**config.mk**
```make
export PLATFORM = sky130hd
export DESIGN_NAME = keypad_key_fifo
export DESIGN_NICKNAME = d
export VERILOG_FILES = /design/src/rtl/keypad_key_fifo.sv
export SDC_FILE = /design/constraint.sdc
export NUM_CORES = 1
export LEC_CHECK = 0
export ABC_AREA = 1
export ABC_CLOCK_PERIOD_IN_PS = 3300
export BUFFER_PORTS_ARGS = -buffer_cell sky130_fd_sc_hd__buf_4
export CAP_MARGIN = 25
export CORE_ASPECT_RATIO = 2
export CORE_MARGIN = 2
export CORE_UTILIZATION = 50
export DETAILED_ROUTE_END_ITERATION = 10
export GPL_TIMING_DRIVEN = 1
export PLACE_DENSITY = 0.82
export SYNTH_ARGS = -nofsm -noshare
export SYNTH_HDL_FRONTEND = slang
export SYNTH_SLANG_ARGS = --single-unit
```
**constraint.sdc**
```tcl
create_clock -name clk -period 3.3 [get_ports clk]
set_input_delay 0.495 -clock clk [delete_from_list [all_inputs] [get_ports clk]]
set_output_delay 0.495 -clock clk [all_outputs]
set_load 0.05 [all_outputs]
```
**src/rtl/keypad_key_fifo.sv**
```systemverilog
// keypad_key_fifo
//   Turns the keypad scanner's key code stream into one event per keypress.
//   Each event's 4-bit code is queued in a DEPTH-entry FIFO with a
//   valid/ready interface. The last four event codes are also kept as a
//   16-bit hex history for a seven-segment display.
//
// Ports
//   clk        system clock, rising edge
//   rst        asynchronous active-high reset
//   key[4:0]   scanner code: 0..15 is a debounced key, 16..31 is idle
//   clr        synchronous clear of FIFO, overflow flag and digit history
//   key_ready  consumer accepts key_out this cycle
//   key_out    code at the FIFO head (0 while empty)
//   key_valid  FIFO holds at least one entry
//   count      number of entries held, 0..DEPTH
//   overflow   sticky flag: an event was dropped because the FIFO was full
//   digits     last four event codes, newest in [3:0]
module keypad_key_fifo #(
    parameter int DEPTH = 8,
    parameter int AW    = 3
) (
    input  logic          clk,
    input  logic          rst,
    input  logic [4:0]    key,
    input  logic          clr,
    input  logic          key_ready,
    output logic [3:0]    key_out,
    output logic          key_valid,
    output logic [AW:0]   count,
    output logic          overflow,
    output logic [15:0]   digits
);

    localparam logic [4:0]  KEY_IDLE  = 5'd20;
    localparam logic [4:0]  KEY_MAX   = 5'd15;
    localparam logic [AW:0] COUNT_MAX = (AW+1)'(DEPTH);

    logic [4:0]    key_prev_q, key_prev_d;
    logic          armed_q, armed_d;
    logic [AW-1:0] wr_ptr_q, wr_ptr_d;
    logic [AW-1:0] rd_ptr_q, rd_ptr_d;
    logic [AW:0]   count_q, count_d;
    logic          overflow_q, overflow_d;
    logic [15:0]   digits_q, digits_d;
    logic [3:0]    mem_q [DEPTH];

    logic key_evt;
    logic full;
    logic empty;
    logic push;
    logic pop;

    always_comb begin
        full  = (count_q == COUNT_MAX);
        empty = (count_q == '0);

        // key_prev resets to idle, so a key held across reset release would
        // otherwise look like a fresh press. armed stays low after reset until
        // the scanner has been seen idle at least once.
        armed_d    = armed_q | (key > KEY_MAX);
        key_prev_d = key;
        key_evt    = armed_q && (key <= KEY_MAX) && (key_prev_q > KEY_MAX);

        // Full/empty come from count alone; a pop frees a slot for a push
        // arriving on the same edge.
        pop  = !clr && !empty && key_ready;
        push = !clr && key_evt && (!full || pop);

        wr_ptr_d   = wr_ptr_q;
        rd_ptr_d   = rd_ptr_q;
        count_d    = count_q;
        overflow_d = overflow_q;
        digits_d   = digits_q;

        if (clr) begin
            wr_ptr_d   = '0;
            rd_ptr_d   = '0;
            count_d    = '0;
            overflow_d = 1'b0;
            digits_d   = '0;
        end else begin
            if (push) wr_ptr_d = wr_ptr_q + 1'b1;
            if (pop)  rd_ptr_d = rd_ptr_q + 1'b1;
            if (push && !pop)      count_d = count_q + 1'b1;
            else if (pop && !push) count_d = count_q - 1'b1;
            if (key_evt && full && !pop) overflow_d = 1'b1;
            // History follows every detected press, dropped or not.
            if (key_evt) digits_d = {digits_q[11:0], key[3:0]};
        end
    end

    always_ff @(posedge clk or posedge rst) begin
        if (rst) begin
            key_prev_q <= KEY_IDLE;
            armed_q    <= 1'b0;
            wr_ptr_q   <= '0;
            rd_ptr_q   <= '0;
            count_q    <= '0;
            overflow_q <= 1'b0;
            digits_q   <= '0;
        end else begin
            key_prev_q <= key_prev_d;
            armed_q    <= armed_d;
            wr_ptr_q   <= wr_ptr_d;
            rd_ptr_q   <= rd_ptr_d;
            count_q    <= count_d;
            overflow_q <= overflow_d;
            digits_q   <= digits_d;
        end
    end

    // Data array carries no reset; only the pointers and count qualify it.
    always_ff @(posedge clk) begin
        if (push) mem_q[wr_ptr_q] <= key[3:0];
    end

    // Head is masked while empty so stale storage never reaches the consumer.
    assign key_out   = empty ? 4'h0 : mem_q[rd_ptr_q];
    assign key_valid = !empty;
    assign count     = count_q;
    assign overflow  = overflow_q;
    assign digits    = digits_q;

endmodule

```
==> impl_summary.md, run 1 <==
Finish
After the last flow step, the layout net total stands at 295. Of the cells placed in the final design, the portion with a size suffix greater than 1 is approximately a fifth. The top cell types in the final layout, fill and taps aside, are sky130_fd_sc_hd__nor2_1 (37), sky130_fd_sc_hd__buf_4 (35), sky130_fd_sc_hd__edfxtp_1 (32), sky130_fd_sc_hd__inv_1 (29), sky130_fd_sc_hd__dfrtp_1 (28).

The number of inserted diodes is 0. The library cell used most frequently in the layout, excluding fill and tap cells, is sky130_fd_sc_hd__nor2_1. The signed area change from the synthesized netlist to the final layout is 21.3%.

Synth
The part of the Yosys area used for sequential elements is 64.9%. The post-synthesis instance area is 2600 um2. The synthesis warning total is 0.

The netlist uses 29 different library cells. The number of register bits inferred by synthesis is 61. The net count after synthesis is 255. The post-synthesis area per instance is 10.8 um2.

Synthesis handed over a netlist of approximately 240 instances.

STA
The worst-margin pin slew is between 900 and 1000 ps. Setup violations remaining at the end of the flow were counted as 0. Measured against its own limit, the worst slew margin works out to 33.1%. Setup total negative slack on the finished layout was measured at 0 ps. For the final database, setup skew stands at 5.94 ps. The final hold violation count is 0. Across all hold checks on the routed design, the worst slack comes to 201 ps. After layout, the minimum clock period comes to ~2400 ps. The count of pins over their slew limit is 0. Of the available clock period, the critical path in the final layout requires 71.8%.

Based on the critical path, the design can be clocked at up to 422 MHz. The setup slack after layout is 930 ps. Setup repair after global routing left no endpoint under its margin.

Clocking
Clock-pin slew was measured on the worst setup and hold paths at about 60 ps. Clock tree synthesis found a total of 61 sinks. Post-CTS repair changed the size of 0 cells.

The clock insertion delay at the later pin of the skew report is 320 ps. The number of buffers inserted to repair setup after CTS is 0. The number of hold buffers added after CTS is 0. The CTS tree is done. The maximum clock path buffer count is 2. The library cell used as clock root buffer is sky130_fd_sc_hd__clkbuf_8. The H-tree generated during clock tree synthesis spans 3 levels. In this run, CTS created clock tree buffers numbering 9.

Placed design
The total of buffers placed on input and output ports is 34. The routability congestion estimate is 0.822. The HPWL after detailed placement is 4080 um. At the placement stage, the worst setup path has a slack of between 1000 and 1500 ps.

Routing
Once detail routing completed, the nets flagged for antenna violations numbered 0. The routed wire length is 5540 um. For this run, design rule violations remaining after detail routing come to 0. Dividing the detail-routed wire length by the instance count gives around 16 um. The total vias in the final route is between 1500 and 2000.

The number of DRC violations after detailed-routing iteration 0 is 94. Dividing the detail-routed via count by the number of cells gives 5.47. The pre-antenna-repair detailed-routing pass consisted of 5 iterations.

GRT
The sum of overflow across all layers after global routing is 0. The initial antenna violation count was 0. The number of global-route vias before repair came to 1799.

The global router's overall resource usage is 22.0%. The largest net degree at the start of global routing is 20. The global-route wire length before repair is 8840 um.

Critical path
In this run the worst path has a maximum fanout of 18. The type of element capturing the critical path is a primary output. The worst register-to-register path has a depth of 4. The required time at the worst-slack endpoint is between 2000 and 3000 ps. The buffers plus inverters on the worst setup path is 1. Counting buffers and inverters, the worst setup path is 5 cells deep. The critical path in this run is classified as reg -> out. The endpoint identified for the worst register-to-register timing path is mem_q[3][2]$_DFFE_PP_. STA classifies the critical path startpoint as a flip-flop. The critical path's most frequent cell is sky130_fd_sc_hd__o21ai_0. The category of cells accounting for the largest share of critical-path delay is flip-flops. The cell with the largest stage delay on the worst path is sky130_fd_sc_hd__dfrtp_1. The data arrival time of the critical path is 1880 ps. The signal on the critical path passes through o21ai_0 > o21ai_0 > o21ai_0 > nor2_1 > buf_4. In this run the worst setup path terminates at key_out[3]. The startpoint identified for the worst register-to-register timing path is key_prev_q[4]$_DFF_PP1_. The worst register-to-register path has a setup slack of 1150 ps. The critical path startpoint is rd_ptr_q[1]$_DFFE_PP0P_. The peak per-stage delay on the critical path is ~700 ps.

Floorplan
In this run the horizontal extent of the chip is 55.0 um. In this run the vertical extent of the chip is approximately 110 um. The area of the core is 5090 um2. The floorplan has 37 rows. The area of the die is 5830 um2. The initial core utilization is 51.1%. The boundary pin count is 35.

Flow run
Max-cap violations in this run came to 0.

Power
Summing internal, switching and leakage power gives between 2 and 2.5 mW. In this run the static leakage power is ~1.3 nW. Dividing total power by cell area gives a power density of 752 nW/um2. IR analysis of the VDD net gives a maximum drop of about 750 uV.

Run status
The run finished with clean final reports.

Hold path
The path class of the tightest hold or removal check is in -> async.
==> how the worst min path moves through the flow <==
stage / slack (ps) / end / cells after the start / from
2_1_floorplan: 440 / armed_q$_DFF_PP0_ / 1 / armed_q$_DFF_PP0_
3_3_place_gp: 450 / armed_q$_DFF_PP0_ / 1 / armed_q$_DFF_PP0_
3_5_place_dp: 450 / armed_q$_DFF_PP0_ / 1 / armed_q$_DFF_PP0_
4_1_cts: 210 / wr_ptr_q[2]$_DFFE_PP0P_ / 2 / rst
5_1_grt: 230 / count[0]$_DFFE_PP0P_ / 2 / rst
6_report: 200 / wr_ptr_q[2]$_DFFE_PP0P_ / 2 / rst
==> cell type report <==
| cell class | count | area, um2 |
|---|---|---|
| Fill cell | 406 | 1940 |
| Sequential cell | 61 | 1690 |
| Multi-Input combinational cell | 141 | 764 |
| Timing Repair Buffer | 36 | 290 |
| Clock buffer | 13 | 180 |
| Inverter | 32 | 120 |
| Tap cell | 58 | 72.6 |
| Clock inverter | 3 | 40.0 |
==> kinds of logic (layout without fill, tap and decap cells) <==
kind of cell               after synthesis  after routing  share of synthesized area [%]
and+or+nand+nor                         82             82                           14.4
DFF                                     61             61                           64.9
AOI/OAI and AO/OA                       51             51                           11.2
buffers and inverters                   39             84                           5.77
adders and majority gates                5              5                           2.69
xor gates and xnor gates                 3              3                           1.01
==> cell usage after synthesis <==
master	n	area (um2)
sky130_fd_sc_hd__xnor2_1	2	17.5
sky130_fd_sc_hd__a31oi_1	1	6.26
sky130_fd_sc_hd__o22ai_1	15	93.8
sky130_fd_sc_hd__xor2_1	1	8.76
sky130_fd_sc_hd__nand4_1	1	6.26
sky130_fd_sc_hd__nor4_1	2	12.5
sky130_fd_sc_hd__dfrtp_1	28	701
sky130_fd_sc_hd__dfstp_2	1	26.3
sky130_fd_sc_hd__ha_1	4	50.1
sky130_fd_sc_hd__o21ai_0	27	135
sky130_fd_sc_hd__o21ai_1	3	15.0
sky130_fd_sc_hd__nand3_1	11	55.1
sky130_fd_sc_hd__inv_2	2	7.51
sky130_fd_sc_hd__edfxtp_1	32	961
sky130_fd_sc_hd__clkbuf_1	4	15.0
sky130_fd_sc_hd__nor2_1	37	139
sky130_fd_sc_hd__clkinv_1	1	3.75
sky130_fd_sc_hd__inv_1	29	109
sky130_fd_sc_hd__nor3_4	1	16.3
sky130_fd_sc_hd__nor3_1	4	20.0
sky130_fd_sc_hd__buf_2	3	15.0
sky130_fd_sc_hd__fa_1	1	20.0
sky130_fd_sc_hd__nand2_1	19	71.3
sky130_fd_sc_hd__o31ai_1	1	7.51
sky130_fd_sc_hd__o32ai_1	4	35.0
sky130_fd_sc_hd__nand3_4	1	17.5
sky130_fd_sc_hd__or2_1	1	6.26
sky130_fd_sc_hd__or2_2	1	6.26
sky130_fd_sc_hd__nand2_2	4	25.0
==> metrics by stage <==
step	instances	area, um2	utilization [%]
5_1_grt	344	3160	62.0
2_1_floorplan	241	2600	-
6_report	344	3160	62.0
3_3_place_gp	327	2910	57.1
3_5_place_dp	328	2940	57.6
4_1_cts	344	3160	62.0
==> layer usage <==
metal / up-vias / routed length (um) / global-route usage (%)
li1: 909 / - / -
met1: 903 / 1970 / 24.1
met2: 55 / 3240 / 37.8
met3: 13 / 202 / 3.51
met4: 0 / 129 / 12.0
met5: - / 0 / 0
==> where the power goes <==
group          internal [mW]  switching, mW
Clock                  0.434          0.266
Sequential             0.843         0.0576
Combinational          0.233          0.539
Total                   1.51          0.863
==> state kept, by name (all words and copies together) (netlist names) <==
name	cells
armed_q	1
overflow	1
digits	16
rd_ptr_q	3
key_prev_q	1
mem_q	32
count	4
wr_ptr_q	3
Note: power is estimated with default switching activity, not from simulation.
==> inputs of run 2 (changes only) <==
- ABC_CLOCK_PERIOD_IN_PS: 3300 -> 1910
- PLACE_DENSITY: 0.82 -> 0.85
- clock period: 3.3 -> 1.91 ns (I/O delays scaled with it)
==> impl_summary.md, run 2 (same netlist as run 1, synthesis figures left out) <==
Run status
Result of the run: finished with violations (was finished clean). The final reports fail on setup timing.

Floorplan
The area of the core is 5090 um2 (unchanged). The area of the die was 5830 um2 (unchanged). The boundary pin count is 35 (unchanged). The floorplan die height is 106 um (unchanged). The initial core utilization is 51.1% (unchanged).

The count of standard-cell rows is 37 (unchanged). The horizontal extent of the die is 55.0 um (unchanged).

Critical path
The peak per-stage delay on the critical path came to 440 ps (was 680 ps). The logic depth of the worst register-to-register path is 10 (was 4). The critical path's most frequent cell is sky130_fd_sc_hd__nor2_1 (was sky130_fd_sc_hd__o21ai_0).

The nature of the critical path startpoint is a flip-flop (unchanged). The minimum setup slack among reg-to-reg paths is -10 ps (was 1150 ps). The data arrival time of the critical path is 1710 ps (was 1880 ps).

The category of cells accounting for the largest share of critical-path delay is flip-flops (unchanged). Cells traversed along the worst timing path: clkinvlp_4 > buf_12 > nor2_1 > o32ai_2 > nor2_1 > nor2_2 > buf_6 (was o21ai_0 > o21ai_0 > o21ai_0 > nor2_1 > buf_4). The category of the critical setup timing path is reg -> out (unchanged). The cell with the largest stage delay on the worst path is sky130_fd_sc_hd__dfrtp_2 (was sky130_fd_sc_hd__dfrtp_1). The largest fanout on the critical path is 6 (was 18). The type of element capturing the critical path was a primary output (unchanged). The critical path depth is 7 (was 5). The worst flop-to-flop path endpoint was count[3]$_DFFE_PP0P_ (was mem_q[3][2]$_DFFE_PP_).

The buffers plus inverters on the worst setup path is 3 (was 1). The required time at the worst-slack endpoint is 1620 ps (was 2800 ps). The reg-to-reg startpoint is key_prev_q[4]$_DFF_PP1_ (unchanged).

GRT
The largest net degree at the start of global routing is 20 (unchanged). The initial antenna violation count was 0 (unchanged). The number of global-route vias before repair is 1987 (was 1799). The highest-utilization routing layer at the global route stage is met2 (unchanged). The global router's overall resource usage was 22.8% (was 22.0%). The sum of overflow across all layers after global routing is 0 (unchanged). The met3 usage is 3.79% (was 3.51%). The global routing usage on met2 is 39.3% (was 37.8%). The global-route wire length before repair is 9320 um (was 8840 um). The global routing usage on met1 is 25.9% (was 24.1%).

Routing
The total vias in the final route is 2000 (was 1880). The number of DRC violations after detailed-routing iteration 0 is 73 (was 94). The wire length per cell was 16.3 um (was 16.1 um). The number of nets still failing antenna checks after routing was 0 (unchanged). The routed wire length was 5930 um (was 5540 um). The DRC violations left is 0 (unchanged). The number of detailed-route iterations in the first pass is 4 (was 5). The average vias per placed instance is 5.51 (was 5.47).

Clocking
The number of H-tree levels is 3 (unchanged). The clock transition at the register clock pins on the worst setup and hold paths after CTS is 70 ps (was 60 ps). The maximum clock path buffer count is 2 (unchanged). The TritonCTS sink count is 61 (unchanged). The CTS tree is done (unchanged).

The number of buffers added by the clock tree synthesis step is 9 (unchanged). The library cell used as clock root buffer is sky130_fd_sc_hd__clkbuf_8 (unchanged). The clock insertion delay at the later pin of the skew report was 340 ps (was 320 ps). The number of hold buffers added after CTS is 0 (unchanged).

Placed design
The total of buffers placed on input and output ports came to 34 (unchanged). The HPWL after detailed placement was 4140 um (was 4080 um). The routability congestion estimate came to 0.854 (was 0.822).

Finish
The sequential cell area in the final layout is 1700 um2 (was 1690 um2). Commonest non-fill, non-tap cells in the layout: sky130_fd_sc_hd__buf_4 (45), sky130_fd_sc_hd__edfxtp_1 (32), sky130_fd_sc_hd__inv_1 (27), sky130_fd_sc_hd__nor2_1 (25), sky130_fd_sc_hd__dfrtp_1 (22) (was sky130_fd_sc_hd__nor2_1 (37), sky130_fd_sc_hd__buf_4 (35), sky130_fd_sc_hd__edfxtp_1 (32), sky130_fd_sc_hd__inv_1 (29), sky130_fd_sc_hd__dfrtp_1 (28)). The number of inserted diodes was 0 (unchanged). The most common cell after layout, fill and taps aside is sky130_fd_sc_hd__buf_4 (was sky130_fd_sc_hd__nor2_1). The fraction of the core area covered by cells at the end of the flow is 68.1% (was 62.0%). The count of nets after finishing is 314 (was 295). The number of filler instances in the final layout was 379 (was 406). The flip-flop count of the largest register, all copies and words added came to 32 (unchanged). The largest register by flop count is mem_q (unchanged). The layout cell share with drive strength beyond 1 is 37.4% (was 21.3%). The total area of multi-input combinational cells is 917 um2 (was 764 um2). The signed area change from the synthesized netlist to the final layout came to 33.2% (was 21.3%).

STA
The count of pins over their slew limit is 0 (unchanged). The final hold violation count is 0 (unchanged). The worst slack on hold paths is 18.9 ps (was 201 ps). The worst path in the final design needs a cycle of 1990 ps, including I/O delays and setup. The final critical path takes up 104% of the cycle. The maximum operating frequency is 502 MHz. The count of endpoints failing setup in the final report is 5 (was 0). The setup skew after layout is 9.02 ps (was 5.94 ps).

The worst-margin pin slew was 593 ps (was 997 ps). RSZ-0062 raised after global routing: true (was false). The normalized max-slew margin is 60.4% (was 33.1%). The setup slack after layout was -83.2 ps (was 930 ps).

Power
The largest voltage drop on the vdd net was 1100 uV (was 749 uV). The power density over the cells came to 1270 nW/um2 (was 752 nW/um2). The static power due to leakage is 1.41 nW (was 1.31 nW).

Flow run
The number of violations of the max-capacitance limit came to 0 (unchanged).

Hold path
The worst hold-check path type is in -> async (unchanged).
[run 2: changes by cell type in the layout (fill, tap and decap cells not counted), sizes merged]
cell      previous run  this run
clkbuf              13        10
inv                 31        30
clkinv               3         5
clkinvlp             0         3
buf                 36        55
bufinv               1         0
[run 2: layout make-up]
class	count	share of cell area [%]
inverter	32	3.57
sequential	61	48.9
tap	58	2.09
multi-input combinational	141	26.5
timing repair buffer	55	13.9
clock inverter	6	1.12
clock buffer	10	3.97
[run 2: worst reg2reg max path, delay by kind of cell, from the launching register on]
family,cells,cell delay (ps)
adders and majority gates,1,290
DFF,1,550
AOI/OAI and AO/OA,1,170
and+or+nand+nor,8,820
[run 2: worst max path at each step]
stage | from | to | slack [ps]
floorplan | count[0]$_DFFE_PP0P_ | count[3]$_DFFE_PP0P_ | -130
global placement | key_prev_q[4]$_DFF_PP1_ | count[3]$_DFFE_PP0P_ | 90
detailed placement | key_prev_q[4]$_DFF_PP1_ | count[3]$_DFFE_PP0P_ | -4
CTS | rd_ptr_q[0]$_DFFE_PP0P_ | key_out[0] | -110
global route | rd_ptr_q[0]$_DFFE_PP0P_ | key_out[2] | -170
finish | rd_ptr_q[0]$_DFFE_PP0P_ | key_out[1] | -80
[run 2: power breakdown]
part	internal [mW]	switching [mW]	total, mW
Clock	0.500	0.496	0.996
Sequential	1.47	0.127	1.59
Combinational	0.682	1.11	1.80
Total	2.65	1.74	4.39
[run 2: through the flow]
step	std cells	area, um2	TNS, ps	power [mW]	setup WS, ps
after floorplan	241	2630	-133	2.59	-133
after global placement	341	3050	0	2.97	87.8
after detailed placement	341	3050	-3.98	3.02	-3.98
after CTS	360	3340	-414	4.21	-111
after global routing	363	3470	-674	4.60	-168
final	363	3470	-278	4.39	-83.2
[run 2: layer usage]
layer,wire [um],up-vias
li1,-,947
met1,2140,986
met2,3430,54
met3,206,13
met4,150,0
met5,0,-
[run 2: timing repair]
item | in CTS | in global routing
setup endpoints to repair | 5 | 6
gates resized for setup | 23 | 30
setup buffers | 3 | 3
endpoints found under the hold margin | 0 | 0
pin swaps | 7 | 15
